`src/rtl/instr_fetch.sv`:
```
// Instruction fetch stage: PC generation, 1-cycle-latency IMEM reads,
// one-entry skid buffer for downstream stall, redirect with flush, and
// combinational field split of the presented instruction.
module instr_fetch #(
  parameter logic [31:0] RESET_PC = 32'h0000_0000,
  parameter int unsigned IMEM_AW  = 12
) (
  input  logic               clk,
  input  logic               rst,
  input  logic               stall,
  input  logic               redirect,
  input  logic [31:0]        redirect_pc,
  output logic               imem_rd_en,
  output logic [IMEM_AW-1:0] imem_addr,
  input  logic [31:0]        imem_rdata,
  output logic               instr_valid,
  output logic [31:0]        instr,
  output logic [31:0]        pc_out,
  output logic [6:0]         opcode,
  output logic [4:0]         rd,
  output logic [2:0]         funct3,
  output logic [4:0]         rs1,
  output logic [4:0]         rs2,
  output logic [6:0]         funct7,
  output logic [11:0]        imm12,
  output logic [19:0]        imm20
);

  localparam logic [31:0] NOP = 32'h0000_0013;

  logic [31:0] fetch_pc;
  logic        pending;
  logic [31:0] pend_pc;
  logic        skid_valid;
  logic [31:0] skid_instr;
  logic [31:0] skid_pc;
  logic        issue;
  logic        load;

  // Issue and output-load decisions for the current cycle
  always_comb begin
    issue = !rst && !redirect && !skid_valid && !(stall && instr_valid && pending);
    load  = !instr_valid || !stall;
  end

  assign imem_rd_en = issue;
  assign imem_addr  = fetch_pc[IMEM_AW+1:2];

  // PC, in-flight read, skid buffer and output register
  always_ff @(posedge clk) begin
    if (rst) begin
      fetch_pc    <= RESET_PC;
      pending     <= 1'b0;
      pend_pc     <= RESET_PC;
      skid_valid  <= 1'b0;
      skid_instr  <= NOP;
      skid_pc     <= RESET_PC;
      instr_valid <= 1'b0;
      instr       <= NOP;
      pc_out      <= RESET_PC;
    end else if (redirect) begin
      fetch_pc    <= redirect_pc & 32'hFFFF_FFFC;
      pending     <= 1'b0;
      skid_valid  <= 1'b0;
      instr_valid <= 1'b0;
      instr       <= NOP;
    end else begin
      pending <= issue;
      if (issue) begin
        pend_pc  <= fetch_pc;
        fetch_pc <= fetch_pc + 32'd4;
      end
      if (load) begin
        if (skid_valid) begin
          // Skid entry is older than any same-cycle response, so it goes first
          instr_valid <= 1'b1;
          instr       <= skid_instr;
          pc_out      <= skid_pc;
          skid_valid  <= pending;
          if (pending) begin
            skid_instr <= imem_rdata;
            skid_pc    <= pend_pc;
          end
        end else if (pending) begin
          instr_valid <= 1'b1;
          instr       <= imem_rdata;
          pc_out      <= pend_pc;
        end else begin
          instr_valid <= 1'b0;
          instr       <= NOP;
        end
      end else if (pending) begin
        skid_valid <= 1'b1;
        skid_instr <= imem_rdata;
        skid_pc    <= pend_pc;
      end
    end
  end

  assign opcode = instr[6:0];
  assign rd     = instr[11:7];
  assign funct3 = instr[14:12];
  assign rs1    = instr[19:15];
  assign rs2    = instr[24:20];
  assign funct7 = instr[31:25];
  assign imm12  = instr[31:20];
  assign imm20  = instr[31:12];

endmodule

```
`config.mk`:
```
export PLATFORM = sky130hd
export DESIGN_NAME = instr_fetch
export DESIGN_NICKNAME = d
export VERILOG_FILES = /design/src/rtl/instr_fetch.sv
export SDC_FILE = /design/constraint.sdc
export NUM_CORES = 1
export LEC_CHECK = 0
export ABC_AREA = 1
export CAP_MARGIN = 20
export CORE_UTILIZATION = 40
export DETAILED_ROUTE_END_ITERATION = 6
export HOLD_SLACK_MARGIN = 0.08
export PLACE_DENSITY = 0.72
export SLEW_MARGIN = 25
export SYNTH_ARGS = -nofsm -noshare
export SYNTH_HDL_FRONTEND = slang
export SYNTH_SLANG_ARGS = --single-unit
```
`constraint.sdc`:
```
create_clock -name clk -period 1.7 [get_ports clk]
set_input_delay 0.17 -clock clk [delete_from_list [all_inputs] [get_ports clk]]
set_output_delay 0.17 -clock clk [all_outputs]
set_load 0.05 [all_outputs]
```
==> tab_implementation.tex, run 1 <==
\begin{tabular}{lr}
\hline
Metric & Value \\
\hline
\multicolumn{2}{l}{\textbf{Outcome}} \\
\quad Outcome & completed \\
\multicolumn{2}{l}{\textbf{Timing}} \\
\quad RSZ-0062 raised after global routing & yes \\
\quad Setup skew after layout & 0.01064 ns \\
\quad Number of max-slew violations in the final report & 0 \\
\quad Min Clock Period, post-route & 1.625 ns \\
\quad Number of setup violations in the final report & 0 \\
\quad Post-route setup TNS & 0 ns \\
\quad Final hold violation count & 0 \\
\quad Maximum clock frequency & 615.5 MHz \\
\quad Final Cycle Share & 95.58\% \\
\multicolumn{2}{l}{\textbf{Synth}} \\
\quad Fraction of post-synthesis cell area in the top cell type by area & 42.85\% \\
\quad Adder and majority cell fraction of the synthesized area & 0.1432\% \\
\quad Netlist cell types & 35 \\
\quad Number of synthesized register bits & between 150 and 200 \\
\quad Simple-Gate Fraction of Synth Area & 19.55\% \\
\quad Multiplexer area fraction after synthesis & less than 1\% \\
\quad Number of warnings printed during yosys synthesis & 0 \\
\quad Post-synthesis cell type with the largest combined area & sky130\_fd\_sc\_hd\_\_dfxtp\_1 \\
\quad Synth Area in XOR/XNOR & 0.4010\% \\
\quad Most used standard cells in the synthesized netlist & 275 x sky130\_fd\_sc\_hd\_\_nand2\_1, 187 x sky130\_fd\_sc\_hd\_\_dfxtp\_1, 153 x sky130\_fd\_sc\_hd\_\_o21ai\_0 \\
\quad Combinational family with the most area after synthesis & compound AO/OA/AOI/OAI gates \\
\quad Netlist area before placement & 8736 sq um \\
\quad Most frequent cell after synthesis & sky130\_fd\_sc\_hd\_\_nand2\_1 \\
\quad Share of synthesized flip-flops with an asynchronous set or reset & 0\% \\
\quad Count of flip-flops with a built-in enable after synthesis & 0 \\
\quad Gate count of the mapped netlist & about 1,200 \\
\quad Most instantiated flip-flop cell in the synthesis netlist & sky130\_fd\_sc\_hd\_\_dfxtp\_1 \\
\quad Mean area per synthesized cell & 7.097 sq um \\
\quad Main area contributors after synthesis & sky130\_fd\_sc\_hd\_\_dfxtp\_1 43\%, sky130\_fd\_sc\_hd\_\_nand2\_1 12\%, sky130\_fd\_sc\_hd\_\_o21ai\_0 8.8\% \\
\quad Synth Area in Compound Gates & 20.40\% \\
\quad Portion of the post-synthesis area used by sequential elements & 42.85\% \\
\multicolumn{2}{l}{\textbf{Clocking}} \\
\quad Max clock buf depth & 2 \\
\quad Clk Tree Root Cell & sky130\_fd\_sc\_hd\_\_clkbuf\_16 \\
\quad Clock Pin Slew Worst Setup and Hold Paths & 0.07 ns \\
\quad TritonCTS clock tree & done \\
\quad Number of clock sinks seen by CTS & 187 \\
\quad H-tree levels & 4 \\
\quad Insertion delay to the later sink of the worst-skew pair & approximately 0.43 ns \\
\quad Inserted Clock Buffers & 17 \\
\quad Number of hold-repair buffers added at the cts stage & 0 \\
\multicolumn{2}{l}{\textbf{Floorplan}} \\
\quad Top-level port count & between 200 and 250 \\
\quad Row count & 53 \\
\quad Starting utilization of the core area & 41.17\% \\
\quad Die Wd & 149.8 um \\
\quad Standard cell core area & 21,220 sq um \\
\quad Full die area & 22,430 sq um \\
\quad Die outline height & about 150 um \\
\multicolumn{2}{l}{\textbf{Worst setup path}} \\
\quad CP Capture Type & primary output \\
\quad Crit path max fanout & 11 \\
\quad Worst Path Required & 1.53 ns \\
\quad Library cell appearing most often on the critical path & sky130\_fd\_sc\_hd\_\_buf\_12 \\
\quad Data arrival time of the critical path & 1.45 ns \\
\quad Nature of the critical path startpoint & input pin \\
\quad Cell with the largest stage delay on the worst path & sky130\_fd\_sc\_hd\_\_clkdlybuf4s50\_1 \\
\quad Critical Path, Cell by Cell & clkdlybuf4s50\_1 -> nor2\_2 -> nand3\_2 -> buf\_12 -> inv\_4 -> buf\_12 \\
\quad Critical path class & input pin to primary output \\
\quad Delay of the slowest critical-path stage & 0.46 ns \\
\multicolumn{2}{l}{\textbf{GRT}} \\
\quad Global-route wire length before repair & about 36 mm \\
\quad Number of antenna violations at the first check in global routing & 0 \\
\quad Total global-route track usage & around a fifth \\
\quad Via count of the first global-routing pass & 7,197 \\
\quad Global route overflow & 0 \\
\quad Maximum number of pins on one net before global-route repair & 67 \\
\multicolumn{2}{l}{\textbf{Power}} \\
\quad Combinational Power Share & 13.5\% \\
\quad Power Internal & 0.007404 W \\
\quad Net Sw Frac & 27.12\% \\
\quad Max rail drop VDD & 572.4 uV \\
\quad Clk network pwr share & approximately two fifths \\
\quad Sequential cell fraction of total power & between 40\% and 50\% \\
\quad Net switching power & 0.002755 W \\
\quad Pwr Density & 908.5 nW/um\^{}2 \\
\quad Leakage & 4.778 nW \\
\multicolumn{2}{l}{\textbf{Detailed routing}} \\
\quad Number of vias per cell & 4.859 \\
\quad Met1 Routed Length & 10.89 mm \\
\quad Met2 routed WL & $\sim$10 mm \\
\quad Routed wire length & roughly 23 mm \\
\quad Highest signal layer in the routed design & met4 \\
\quad Post-route DRC violation count & 0 \\
\quad DR vias & 8,051 \\
\quad First DRT Iteration DRCs & 648 \\
\quad Metal3 WL & about 1.1 mm \\
\quad Post-route antenna net violation count & 0 \\
\quad DR pass1 iterations & 5 \\
\quad Avg WL per Cell & 13.70 um \\
\multicolumn{2}{l}{\textbf{Place}} \\
\quad Port bufs & between 200 and 250 \\
\quad RePlAce Congestion & 0.9028 \\
\quad Post-placement cell area & 10,550 sq um \\
\quad Post-DP HPWL & 16.21 mm \\
\multicolumn{2}{l}{\textbf{Finish}} \\
\quad Final standard cell area without fillers & 11,180 sq um \\
\quad Diode insertion count for antenna repair & 0 \\
\quad Number of nets at the end of the flow & 1,438 \\
\quad Number of filler instances in the final layout & around 2,100 \\
\quad Layout-stage area growth over the synthesis result & 28.00\% \\
\quad Fraction of final layout cells sized beyond drive strength 1 & 15.56\% \\
\multicolumn{2}{l}{\textbf{Worst hold path}} \\
\quad HP Class & input pin to flip-flop \\
\multicolumn{2}{l}{\textbf{Job}} \\
\quad Max-cap check violation count & 0 \\
\hline
\end{tabular}
-- registers in the layout (all words and copies together), names as in the netlist --
| name | count |
|---|---|
| fetch_pc | 30 |
| skid_instr | 32 |
| instr | 32 |
| skid_pc | 30 |
| instr_valid | 1 |
| pc_out | 30 |
| pend_pc | 30 |
| pending | 1 |
| skid_valid | 1 |
-- power groups by stage --
stage,logic (W),registers (W),clock network [W]
3_3_place_gp,0.00136,0.00474,0
3_5_place_dp,0.00137,0.00475,0
2_1_floorplan,0.000692,0.00491,0
4_1_cts,0.00137,0.00465,0.00420
5_1_grt,0.00149,0.00467,0.00440
6_report,0.00138,0.00465,0.00413
-- per-layer routing --
layer  vias up  track usage [%]
met5         -                0
met4         0            6.212
met3        24            3.323
met2       225            31.39
met1      3645            28.93
li1       4157                -
-- stage by stage --
step | std cells | hold WS (ns) | worst slack [ns] | total power (W) | util [%]
after floorplan | 1232 | 0.2832 | 0.04525 | 0.005603 | -
after detailed placement | 1624 | 0.4373 | -0.1891 | 0.006123 | 49.72
final | 1657 | 0.2419 | 0.07522 | 0.01016 | 52.69
after CTS | 1657 | 0.2224 | 0.008796 | 0.01022 | 52.48
after global placement | 1624 | 0.4330 | -0.1432 | 0.006102 | 49.72
after global routing | 1657 | 0.2628 | -0.005893 | 0.01056 | 52.69
-- kinds of logic after synthesis --
| kind of cell | after synthesis |
|---|---|
| AND/OR/NAND/NOR | 420 |
| AO/OA/AOI/OAI | 333 |
| buffers and inverters | 283 |
| flip-flops | 187 |
| XOR/XNOR | 4 |
| multiplexers | 2 |
| adder cells (fa/ha/maj) | 1 |
| other | 1 |
-- worst max-delay path, delay by kind of cell --
| family | cells | cell delay (ns) |
|---|---|---|
| buf+inv | 4 | 0.89 |
| simple gates | 2 | 0.39 |
-- layout make-up --
cell class	instances	area [sq um]	share of cell area (%)
sequential	187	3747	33.51
multi-input combinational	762	3615	32.33
timing repair buffer	266	2352	21.04
inverter	135	511.7	4.576
clock buffer	17	425.4	3.804
tap	275	344.1	3.077
clock inverter	15	186.4	1.667
-- cells in the final DEF, fill, tap and decap left out, drive strengths merged, types with 6 or more instances in the layout --
cell | Yosys | layout
dfxtp | 187 | 187
nand4 | 6 | 6
a211oi | 14 | 14
o21ai | 158 | 158
nand2 | 275 | 275
buf | 108 | 153
nand3 | 51 | 51
dlygate4sd2 | 0 | 48
clkbuf | 40 | 17
a31oi | 9 | 9
inv | 134 | 139
clkdlybuf4s50 | 0 | 64
nor2 | 83 | 83
a21oi | 128 | 128
a21boi | 20 | 20
-- final timing paths --
kind,slack (ns),startpoint,cells past startpoint,to
hold / removal,0.24,rst,3,fetch_pc[10]
setup reg to reg,0.12,fetch_pc[2],10,fetch_pc[22]
setup / recovery,0.08,redirect,6,imem_rd_en
hold reg to reg,0.44,pc_out[12],2,pc_out[12]
-- timing repair --
action                                 CTS  global route
endpoints found under the hold margin    0             0
pin swaps                                1             2
gates cloned                             1             0
setup endpoints to repair               49            13
buffers inserted                         1             0
resized for setup                       49            15
Power figures use the tool's default switching activity.
==> inputs of run 2 (changes only) <==
Settings changed: REMOVE_ABC_BUFFERS set to 1.
==> run 2 against run 1 <==
Against the previous run:
- wire length is 0.85% higher
- total power is 3.1% lower
- final area is 0.57% lower
- register-to-register slack worse by 0.09 ns
- sequential power hardly changed
- cell count is 0.30% higher
- combinational power hardly changed
- critical path type is now flip-flop to flip-flop
- highest routed layer unchanged
==> tab_implementation.tex, run 2 (same netlist as run 1, synthesis figures left out) <==
\begin{tabular}{lr}
\hline
Metric & Value \\
\hline
\multicolumn{2}{l}{\textbf{Floorplan}} \\
\quad Die outline height & 149.8 um (unchanged) \\
\quad Full die area & 22,430 sq um (unchanged) \\
\quad Die Wd & 149.8 um (unchanged) \\
\quad Starting utilization of the core area & 41.17\% (unchanged) \\
\quad Row count & 53 (unchanged) \\
\quad Standard cell core area & 21,220 sq um (unchanged) \\
\quad Top-level port count & 210 (unchanged) \\
\multicolumn{2}{l}{\textbf{GRT}} \\
\quad Global-route wire length before repair & 36.15 mm (-0.74\%) \\
\quad Total global-route track usage & 20.31\% (-0.052 points) \\
\quad Global route overflow & 0 (unchanged) \\
\quad Maximum number of pins on one net before global-route repair & 68 (+1.5\%) \\
\quad Via count of the first global-routing pass & 7,103 (-1.3\%) \\
\quad Number of antenna violations at the first check in global routing & 0 (unchanged) \\
\multicolumn{2}{l}{\textbf{Timing}} \\
\quad Number of max-slew violations in the final report & 0 (unchanged) \\
\quad Maximum clock frequency & 599.8 MHz (-2.5\%) \\
\quad Number of setup violations in the final report & 0 (unchanged) \\
\quad Final hold violation count & 0 (unchanged) \\
\quad Final Cycle Share & 98.07\% (+2.5 points) \\
\quad Setup skew after layout & 0.008228 ns (-0.002409 ns) \\
\quad Min Clock Period, post-route & 1.667 ns (+0.04235 ns) \\
\multicolumn{2}{l}{\textbf{Detailed routing}} \\
\quad Highest signal layer in the routed design & met4 \\
\quad Routed wire length & 22.89 mm (+0.85\%) \\
\quad Post-route DRC violation count & 0 (unchanged) \\
\quad DR pass1 iterations & 5 (unchanged) \\
\quad Met1 Routed Length & 10.56 mm (-3.0\%) \\
\quad Number of vias per cell & 4.842 (-0.34\%) \\
\quad Met2 routed WL & 11.16 mm (+6.8\%) \\
\quad First DRT Iteration DRCs & 558 (-14\%) \\
\quad Metal3 WL & 878 um (-17\%) \\
\quad Post-route antenna net violation count & 0 (unchanged) \\
\quad DR vias & 8,048 (-0.037\%) \\
\quad Avg WL per Cell & 13.77 um (+0.55\%) \\
\multicolumn{2}{l}{\textbf{Clocking}} \\
\quad Number of hold-repair buffers added at the cts stage & 0 (unchanged) \\
\quad TritonCTS clock tree & done \\
\quad Clock Pin Slew Worst Setup and Hold Paths & 0.07 ns (about the same) \\
\quad H-tree levels & 4 (unchanged) \\
\quad Number of clock sinks seen by CTS & 187 (unchanged) \\
\quad Inserted Clock Buffers & 17 (unchanged) \\
\quad Max clock buf depth & 2 (unchanged) \\
\quad Insertion delay to the later sink of the worst-skew pair & 0.43 ns (about the same) \\
\quad Clk Tree Root Cell & sky130\_fd\_sc\_hd\_\_clkbuf\_16 \\
\multicolumn{2}{l}{\textbf{Worst setup path}} \\
\quad Data arrival time of the critical path & 2.02 ns (+0.57 ns) \\
\quad CP Capture Type & flip-flop \\
\quad Critical path class & flip-flop to flip-flop \\
\quad Worst Path Required & 2.05 ns (+0.52 ns) \\
\quad Crit path max fanout & 6 (-5) \\
\quad Nature of the critical path startpoint & flip-flop \\
\multicolumn{2}{l}{\textbf{Power}} \\
\quad Total power after layout & 0.009848 W (-3.1\%) \\
\quad Max rail drop VDD & 559.2 uV (-2.3\%) \\
\quad Leakage & 4.719 nW (-1.2\%) \\
\quad Pwr Density & 885.8 nW/um\^{}2 (-2.5\%) \\
\multicolumn{2}{l}{\textbf{Finish}} \\
\quad Number of filler instances in the final layout & 2,045 (-2.3\%) \\
\quad Biggest regs & instr (32), skid\_instr (32) \\
\quad Layout-stage area growth over the synthesis result & 27.27\% \\
\quad Diode insertion count for antenna repair & 0 (unchanged) \\
\quad Final design utilization & 52.39\% (-0.30 points) \\
\quad Commonest non-fill, non-tap cells in the layout & 274 x sky130\_fd\_sc\_hd\_\_nand2\_1, 184 x sky130\_fd\_sc\_hd\_\_dfxtp\_1, 170 x sky130\_fd\_sc\_hd\_\_buf\_4 \\
\quad Fraction of final layout cells sized beyond drive strength 1 & 17.30\% (+1.7 points) \\
\quad Number of nets at the end of the flow & 1,443 (+0.35\%) \\
\quad Leading cell type in the layout, fill and taps excluded & sky130\_fd\_sc\_hd\_\_nand2\_1 \\
\multicolumn{2}{l}{\textbf{Place}} \\
\quad Post-DP HPWL & 15.95 mm (-1.6\%) \\
\quad RePlAce Congestion & 0.9099 (+0.79\%) \\
\quad Port bufs & 205 (unchanged) \\
\multicolumn{2}{l}{\textbf{Worst hold path}} \\
\quad HP Class & input pin to flip-flop \\
\multicolumn{2}{l}{\textbf{Job}} \\
\quad Max-cap check violation count & 0 (unchanged) \\
\multicolumn{2}{l}{\textbf{Outcome}} \\
\quad Outcome & completed \\
\hline
\end{tabular}
[run 2: per-stage QoR]
step	setup slack (ns)	instance area, sq um	hold WS, ns	setup TNS (ns)	cells
floorplan	-2.203	7818	0.2391	-342.85	1084
global placement	0.005123	10520	0.4328	0	1627
detailed placement	-0.03451	10520	0.4359	-0.1082	1627
CTS	0.003382	11060	0.2074	0	1659
global route	-0.07971	11120	0.2350	-0.2068	1662
finish	0.03286	11120	0.2249	0	1662
[run 2: critical path, cell delays in order, from the launching register on]
cell and delay, ns:
sky130_fd_sc_hd__dfxtp_1 0.34, sky130_fd_sc_hd__ha_1 0.20, sky130_fd_sc_hd__nand2_2 0.11, sky130_fd_sc_hd__nor2_4 0.25, sky130_fd_sc_hd__nand2_1 0.13, sky130_fd_sc_hd__buf_4 0.16, sky130_fd_sc_hd__o21ai_0 0.17, sky130_fd_sc_hd__nand3_1 0.09
sky130_fd_sc_hd__a21oi_1 0.14
[run 2: report_power, final]
| group | leakage [nW] | total, W | internal, W | switching (W) |
|---|---|---|---|---|
| clock network | 0.282 | 0.00384 | 0.00206 | 0.00179 |
| registers | 1.53 | 0.00465 | 0.00454 | 0.000107 |
| logic | 2.91 | 0.00136 | 0.000512 | 0.000846 |
| total | 4.72 | 0.00985 | 0.00711 | 0.00274 |
[run 2: area by class of cell]
| class | count | area [sq um] | share of cell area [%] |
|---|---|---|---|
| clock buffer | 18 | 429.2 | 3.860 |
| clock inverter | 14 | 135.1 | 1.215 |
| inverter | 135 | 511.7 | 4.603 |
| multi-input combinational | 762 | 3607 | 32.44 |
| sequential | 187 | 3750 | 33.73 |
| tap | 275 | 344.1 | 3.095 |
| timing repair buffer | 271 | 2341 | 21.06 |
[run 2: what timing repair did]
item,4_1_cts,5_1_grt
cloned,0,0
gates resized for setup,28,12
pin swaps,0,2
hold endpoints to repair,0,0
setup endpoints to repair,27,14
buffers inserted,0,3
[run 2: routing by layer]
| metal | up-vias | track usage, % |
|---|---|---|
| met5 | - | 0 |
| met4 | 0 | 6.111 |
| met3 | 22 | 3.140 |
| met2 | 165 | 33.45 |
| met1 | 3681 | 27.27 |
| li1 | 4180 | - |
[run 2: path summary, 6_finish.rpt]
path	cells past startpoint	startpoint	slack [ns]	endpoint
worst min register to register	2	pc_out[15]	0.44	pc_out[15]
worst max register to register	8	fetch_pc[2]	0.03	fetch_pc[16]
worst min-delay path	3	rst	0.22	fetch_pc[21]
worst max-delay path	8	fetch_pc[2]	0.03	fetch_pc[16]
